===== config.mk =====
export PLATFORM = sky130hd
export DESIGN_NAME = vend_dispenser
export DESIGN_NICKNAME = d
export VERILOG_FILES = /design/src/rtl/vend_pkg.sv /design/src/rtl/nickel_ejector.sv /design/src/rtl/vend_dispenser.sv
export SDC_FILE = /design/constraint.sdc
export NUM_CORES = 1
export LEC_CHECK = 0
export ABC_AREA = 0
export CORE_MARGIN = 2
export CORE_UTILIZATION = 60
export CTS_CLUSTER_DIAMETER = 50
export CTS_CLUSTER_SIZE = 16
export DETAILED_ROUTE_END_ITERATION = 7
export HOLD_SLACK_MARGIN = 0.03
export PLACE_DENSITY = 0.81
export SLEW_MARGIN = 15
export SYNTH_ARGS = -nofsm -noshare
export SYNTH_HDL_FRONTEND = slang
export SYNTH_SLANG_ARGS = --single-unit

===== constraint.sdc =====
create_clock -name clk -period 3.1 [get_ports clk]
set_input_delay 0.62 -clock clk [delete_from_list [all_inputs] [get_ports clk]]
set_output_delay 0.62 -clock clk [all_outputs]
set_load 0.005 [all_outputs]

===== src/rtl/vend_pkg.sv =====
// Shared types and default constants for the vending output sequencer.
package vend_pkg;

  typedef enum logic [2:0] {
    ST_IDLE,
    ST_MOTOR,
    ST_EJECT_ON,
    ST_EJECT_GAP,
    ST_FAULT
  } vend_state_e;

  typedef enum logic [1:0] {
    SEL_NONE,
    SEL_SODA,
    SEL_DIET
  } prod_sel_e;

  localparam int DEF_STOCK_W       = 6;
  localparam int DEF_STOCK_MAX     = 20;
  localparam int DEF_PULSE_CYCLES  = 4;
  localparam int DEF_GAP_CYCLES    = 2;
  localparam int DEF_MOTOR_TIMEOUT = 64;
  localparam int CHANGE_W          = 3;

endpackage


===== src/rtl/nickel_ejector.sv =====
// Emits `count` solenoid pulses, each PULSE_CYCLES high then GAP_CYCLES low.
// Phase-end strobes let the parent FSM track ON/GAP in lockstep.
module nickel_ejector
  import vend_pkg::*;
#(
  parameter int PULSE_CYCLES = DEF_PULSE_CYCLES,
  parameter int GAP_CYCLES   = DEF_GAP_CYCLES
) (
  input  logic                clk,
  input  logic                reset,
  input  logic                start,
  input  logic [CHANGE_W-1:0] count,
  output logic                nickel_eject,
  output logic                pulse_end,
  output logic                gap_end,
  output logic                done
);

  localparam int LONGEST = (PULSE_CYCLES > GAP_CYCLES) ? PULSE_CYCLES : GAP_CYCLES;
  localparam int TW      = $clog2(LONGEST) + 1;
  localparam logic [TW-1:0] PULSE_LAST = TW'(PULSE_CYCLES - 1);
  localparam logic [TW-1:0] GAP_LAST   = TW'(GAP_CYCLES - 1);

  logic                active_q, active_d;
  logic                eject_q, eject_d;
  logic [TW-1:0]       timer_q, timer_d;
  logic [CHANGE_W-1:0] count_q, count_d;

  assign pulse_end    = active_q &  eject_q & (timer_q == PULSE_LAST);
  assign gap_end      = active_q & ~eject_q & (timer_q == GAP_LAST);
  assign done         = gap_end & (count_q == CHANGE_W'(1));
  assign nickel_eject = eject_q;

  // NOTE: every signal gets a default before the decision tree, so no path can infer a latch.
  always_comb begin
    active_d = active_q;
    eject_d  = eject_q;
    timer_d  = timer_q;
    count_d  = count_q;
    if (start && !active_q && (count != '0)) begin
      active_d = 1'b1;
      eject_d  = 1'b1;
      timer_d  = '0;
      count_d  = count;
    end else if (pulse_end) begin
      eject_d = 1'b0;
      timer_d = '0;
    end else if (gap_end) begin
      count_d = count_q - 1'b1;
      timer_d = '0;
      if (count_q == CHANGE_W'(1)) active_d = 1'b0;
      else                         eject_d  = 1'b1;
    end else if (active_q) begin
      timer_d = timer_q + 1'b1;
    end
  end

  // NOTE: non-blocking assignments so every register updates from pre-edge values.
  always_ff @(posedge clk or posedge reset) begin
    if (reset) begin
      active_q <= 1'b0;
      eject_q  <= 1'b0;
      timer_q  <= '0;
      count_q  <= '0;
    end else begin
      active_q <= active_d;
      eject_q  <= eject_d;
      timer_q  <= timer_d;
      count_q  <= count_d;
    end
  end

endmodule


===== src/rtl/vend_dispenser.sv =====
// Output-side vending sequencer: product motors, change ejection, stock and
// fault tracking. All status outputs are registered.
module vend_dispenser
  import vend_pkg::*;
#(
  parameter int STOCK_W       = DEF_STOCK_W,
  parameter int STOCK_MAX     = DEF_STOCK_MAX,
  parameter int PULSE_CYCLES  = DEF_PULSE_CYCLES,
  parameter int GAP_CYCLES    = DEF_GAP_CYCLES,
  parameter int MOTOR_TIMEOUT = DEF_MOTOR_TIMEOUT
) (
  input  logic                clk,
  input  logic                reset,
  input  logic                give_soda,
  input  logic                give_diet,
  input  logic [CHANGE_W-1:0] change_count,
  input  logic                motor_done,
  input  logic                refill,
  input  logic                fault_clear,
  output logic                soda_motor,
  output logic                diet_motor,
  output logic                nickel_eject,
  output logic                busy,
  output logic                vend_done,
  output logic                sold_out_hit,
  output logic                soda_empty,
  output logic                diet_empty,
  output logic                fault
);

  localparam int MTW = $clog2(MOTOR_TIMEOUT + 1);
  localparam logic [MTW-1:0]     MOTOR_LAST = MTW'(MOTOR_TIMEOUT - 1);
  localparam logic [STOCK_W-1:0] STOCK_FULL = STOCK_W'(STOCK_MAX);

  vend_state_e         state_q, state_d;
  prod_sel_e           sel_q, sel_d, req_sel;
  logic [CHANGE_W-1:0] change_q, change_d, ej_count;
  logic [STOCK_W-1:0]  soda_stock_q, soda_stock_d, diet_stock_q, diet_stock_d;
  logic [MTW-1:0]      mtimer_q, mtimer_d;
  logic soda_motor_q, soda_motor_d, diet_motor_q, diet_motor_d;
  logic vend_done_q, vend_done_d, sold_out_q, sold_out_d;
  logic busy_q, fault_q, soda_empty_q, diet_empty_q;
  logic request, req_avail, ej_start, ej_pulse_end, ej_gap_end, ej_done;

  // Soda wins when both give lines are high.
  assign request   = give_soda | give_diet | (change_count != '0);
  assign req_sel   = give_soda ? SEL_SODA : (give_diet ? SEL_DIET : SEL_NONE);
  assign req_avail = ((req_sel == SEL_SODA) && (soda_stock_q != '0)) ||
                     ((req_sel == SEL_DIET) && (diet_stock_q != '0));

  nickel_ejector #(
    .PULSE_CYCLES (PULSE_CYCLES),
    .GAP_CYCLES   (GAP_CYCLES)
  ) u_ejector (
    .clk          (clk),
    .reset        (reset),
    .start        (ej_start),
    .count        (ej_count),
    .nickel_eject (nickel_eject),
    .pulse_end    (ej_pulse_end),
    .gap_end      (ej_gap_end),
    .done         (ej_done)
  );

  always_comb begin
    state_d      = state_q;
    sel_d        = sel_q;
    change_d     = change_q;
    soda_stock_d = soda_stock_q;
    diet_stock_d = diet_stock_q;
    mtimer_d     = mtimer_q;
    soda_motor_d = 1'b0;
    diet_motor_d = 1'b0;
    vend_done_d  = 1'b0;
    sold_out_d   = 1'b0;
    ej_start     = 1'b0;
    ej_count     = change_q;
    unique case (state_q)
      ST_IDLE: begin
        if (request) begin
          sel_d    = req_sel;
          change_d = change_count;
          ej_count = change_count;
          mtimer_d = '0;
          if (req_avail) begin
            state_d      = ST_MOTOR;
            soda_motor_d = (req_sel == SEL_SODA);
            diet_motor_d = (req_sel == SEL_DIET);
          end else begin
            sold_out_d = (req_sel != SEL_NONE);
            if (change_count != '0) begin
              ej_start = 1'b1;
              state_d  = ST_EJECT_ON;
            end else begin
              vend_done_d = 1'b1;
            end
          end
        end else if (refill) begin
          soda_stock_d = STOCK_FULL;
          diet_stock_d = STOCK_FULL;
        end
      end
      ST_MOTOR: begin
        if (motor_done) begin
          if ((sel_q == SEL_SODA) && (soda_stock_q != '0)) soda_stock_d = soda_stock_q - 1'b1;
          if ((sel_q == SEL_DIET) && (diet_stock_q != '0)) diet_stock_d = diet_stock_q - 1'b1;
          if (change_q != '0) begin
            ej_start = 1'b1;
            state_d  = ST_EJECT_ON;
          end else begin
            state_d     = ST_IDLE;
            vend_done_d = 1'b1;
          end
        end else if (mtimer_q == MOTOR_LAST) begin
          state_d = ST_FAULT;  // pending change is dropped with the jammed product
        end else begin
          mtimer_d     = mtimer_q + 1'b1;
          soda_motor_d = (sel_q == SEL_SODA);
          diet_motor_d = (sel_q == SEL_DIET);
        end
      end
      ST_EJECT_ON: begin
        if (ej_pulse_end) state_d = ST_EJECT_GAP;
      end
      ST_EJECT_GAP: begin
        if (ej_done) begin
          state_d     = ST_IDLE;
          vend_done_d = 1'b1;
        end else if (ej_gap_end) begin
          state_d = ST_EJECT_ON;
        end
      end
      ST_FAULT: begin
        if (fault_clear) state_d = ST_IDLE;
      end
      default: state_d = ST_IDLE;
    endcase
  end

  always_ff @(posedge clk or posedge reset) begin
    if (reset) begin
      state_q      <= ST_IDLE;
      sel_q        <= SEL_NONE;
      change_q     <= '0;
      soda_stock_q <= STOCK_FULL;
      diet_stock_q <= STOCK_FULL;
      mtimer_q     <= '0;
      soda_motor_q <= 1'b0;
      diet_motor_q <= 1'b0;
      vend_done_q  <= 1'b0;
      sold_out_q   <= 1'b0;
      busy_q       <= 1'b0;
      fault_q      <= 1'b0;
      soda_empty_q <= 1'b0;
      diet_empty_q <= 1'b0;
    end else begin
      state_q      <= state_d;
      sel_q        <= sel_d;
      change_q     <= change_d;
      soda_stock_q <= soda_stock_d;
      diet_stock_q <= diet_stock_d;
      mtimer_q     <= mtimer_d;
      soda_motor_q <= soda_motor_d;
      diet_motor_q <= diet_motor_d;
      vend_done_q  <= vend_done_d;
      sold_out_q   <= sold_out_d;
      busy_q       <= (state_d != ST_IDLE);
      fault_q      <= (state_d == ST_FAULT);
      soda_empty_q <= (soda_stock_d == '0);
      diet_empty_q <= (diet_stock_d == '0);
    end
  end

  assign soda_motor   = soda_motor_q;
  assign diet_motor   = diet_motor_q;
  assign vend_done    = vend_done_q;
  assign sold_out_hit = sold_out_q;
  assign busy         = busy_q;
  assign fault        = fault_q;
  assign soda_empty   = soda_empty_q;
  assign diet_empty   = diet_empty_q;

endmodule


==> summary.md <==
| Metric | Value |
|---|---|
| Outcome | `finished, final reports clean` |
| H-tree levels | `2` |
| Synth cell types | `65` |
| Starting DRT DRC Count | `173` |
| Critical Path Start | `diet_stock_q[0]` |
| Worst r2r src | `diet_stock_q[0]` |
| Setup crit start kind | `flip-flop` |
| Max frequency | `about 420 MHz` |
| Internal power | `1420 µW` |
| Clock share of power | `0.150` |
| Chip height | `68.9 µm` |
| Fill cells | `318` |
| Grt total ovfl | `0` |
| Post-synthesis mux area share | `0.0411` |
| DP Wirelength | `3520 µm` |
| Cell with the most instances after synthesis | `dfrtp_1` |
| Most used DFF post-synth | `dfrtp_1` |
| WHS | `0.515 ns` |
| First-pass GRT wire length | `~8000 µm` |
| Layout cell share with drive strength beyond 1 | `0.156` |
| RSZ-0062 raised after global routing | `no` |
| Post-CTS Setup Inserts | `0` |
| CORE AREA | `4030 µm²` |
| Sequential share of power | `0.422` |
| Die ar. | `4750 µm²` |
| Register area | `1080 µm²` |
| Syn Nets | `255` |
| Total GRT Usage | `0.230` |
| Remaining DRCs | `0` |
| Synth top cells by count | `dfrtp_1, nand2_1, nor2_1, inv_1, ha_1` |
| Final setup viols | `0` |
| Number of CTS-inserted buffers | `5` |
| TNS Setup | `0 ns` |
| Clk sinks | `43` |
| Sequential fraction of the synthesis area | `0.428` |
| Element type at the critical path end | `flip-flop` |
| Hold-fix buffers at CTS | `0` |
| Die X | `68.9 µm` |
| Dpl ws | `0.455 ns` |
| Slew HR | `0.569` |
| Initial antenna violation count | `0` |
| Area contributors post-synth | `dfrtp_1, ha_1, dfstp_2, nand2_1, nor2_1` |
| Placement Rows | `23` |
| Post-Synth Simple-Gate Area | `0.242` |
| Clock root cell | `clkbuf_8` |
| Cell taking the most area after synthesis | `dfrtp_1` |
| Clock Path Buffers | `2` |
| Port buffer count | `18` |
| WP data arrival | `2.54 ns` |
| Synthesized flop and latch total | `between 40 and 50` |
| Final Cycle Share | `0.761` |
| Multi-input gate area | `between 1000 and 1500 µm²` |
| Initial Util | `0.627` |
| Final nets | `275` |
| Worst Hold Class | `reg -> reg` |
| Worst Path Required | `3.29 ns` |
| Leakage power | `0.00120 µW` |
| Maximum vdd drop | `0.541 mV` |
| Post-Synth Adder-Cell Area | `0.0495` |
| Layout area overhead | `11.6%` |
| Vias in the first global route | `1751` |
| Ys Warns | `0` |
| Setup ws final | `0.741 ns` |
| Top-level I/O count | `19` |
| Hold Violations, Final | `0` |
| Synth top area share | `0.386` |
| Switching share of power | `0.391` |
| Mean routed wirelength per cell | `~15 µm` |
| CTS tree | `done` |
| Min Tclk post-route | `2.36 ns` |
| Post-Syn Area per Cell | `10.7 µm²` |
| CTS clk-pin slew, worst paths | `0.08 ns` |
| Vias per cell | `5.92` |
| Pre-antenna DRT Iters | `4` |
| Crit-path max FO | `6` |
| # diodes | `0` |
| Slew @ Worst Pin | `0.644 ns` |
| WS Path Type | `reg -> reg` |
| Largest family of logic cells by synthesized area | `simple AND/OR/NAND/NOR gates` |
| Final Skew | `0.00542 ns` |
| Synth async-reset ratio | `1.00` |
| Number of synthesized flops with an enable pin | `0` |
| Worst Hold Launch | `soda_stock_q[2]` |
| GPL Wtd Cong | `0.900` |
| Total Routed Length | `4730 µm` |
| NetSw | `914 µW` |
| Post-Syn Instances | `235` |
| Combinational share of power | `0.429` |
| DR vias | `1812` |
| Cell Area, Synth | `2530 µm²` |
| Worst skew pair latency | `~0.3 ns` |
| Final slew viol count | `0` |
| Synth Area in XOR/XNOR | `0.0312` |
| Cts repair resizes | `0` |
| Synth Area in Compound Gates | `0.167` |
| Max-cap viol count | `0` |
| Pin count of the biggest net entering global routing | `44` |
| Power Dens Cells | `roughly 830 nW/µm²` |
| DRT antenna net count | `0` |
worst max-delay path, stage by stage, from the launching register on:
cell     delay, ns
dfrtp_1       0.45
inv_1         0.11
ha_1          0.18
or3b_4        0.42
o21ai_2       0.19
a41oi_4       0.18
nor4_4        0.37
mux2_4        0.34
power by group through the flow:
stage | Sequential (µW) | Combinational, µW | Clock, µW
after detailed placement | 991 | 1010 | 0
after global placement | 985 | 978 | 0
after floorplan | 888 | 850 | 0
final | 985 | 1000 | 349
after CTS | 982 | 1010 | 358
after global routing | 1010 | 1120 | 383
per-layer routing:
metal | part of all wire | GRT usage
met5 | 0 | 0
met2 | 0.49 | 0.374
met3 | 0.031 | 0.0519
met1 | 0.46 | 0.304
met4 | 0.018 | 0.0809
cell families after synthesis:
family / after synthesis
DFF: 43
and+or+nand+nor: 96
AOI/OAI and AO/OA: 48
xor gates and xnor gates: 9
muxes: 8
buffers and inverters: 21
adders and majority gates: 10
cell type report:
type,count,share of cell area
multi-input combinational,171,0.476
tap,50,0.0222
sequential,43,0.383
clock inverter,2,0.00444
clock buffer,6,0.0257
inverter,14,0.0186
timing repair buffer,20,0.0692
registers in the layout (all words and copies together) (netlist names):
register	flops
change_q	3
state_q	3
soda_empty	1
u_ejector.count_q	3
diet_motor	1
u_ejector.timer_q	3
u_ejector.nickel_eject	1
diet_stock_q	6
sold_out_hit	1
sel_q	2
vend_done	1
u_ejector.active_q	1
diet_empty	1
soda_motor	1
soda_stock_q	6
busy	1
mtimer_q	7
fault	1
per-stage QoR:
stage / power [µW] / util / instance area [µm²] / std cells
2_1_floorplan: 1740 / - / 2530 / 235
3_3_place_gp: 1960 / 0.679 / 2730 / 298
3_5_place_dp: 2000 / 0.679 / 2730 / 298
4_1_cts: 2350 / 0.700 / 2820 / 306
5_1_grt: 2520 / 0.700 / 2820 / 306
6_report: 2340 / 0.700 / 2820 / 306
layout by cell type (no fill, tap or decap), types with 5 or more instances in the layout:
cell	count
clkdlybuf4s50_1	18
nand3_1	8
a21oi_1	6
clkbuf_8	5
o21ai_0	7
dfrtp_1	39
ha_1	10
nor2_1	17
inv_1	14
xor2_1	5
nand2_1	25
path summary, 6_finish.rpt:
kind / depth (start not counted) / to / slack (ns)
min reg2reg: 2 / soda_stock_q[2] / 0.52
max reg2reg: 7 / u_ejector.count_q[2] / 0.74
min in group asynchronous: 3 / mtimer_q[1] / 0.75
min: 2 / soda_stock_q[2] / 0.52
max: 7 / u_ejector.count_q[2] / 0.74
max in group asynchronous: 3 / soda_stock_q[2] / 1.97
No activity file was read; power rests on OpenSTA's default activity.
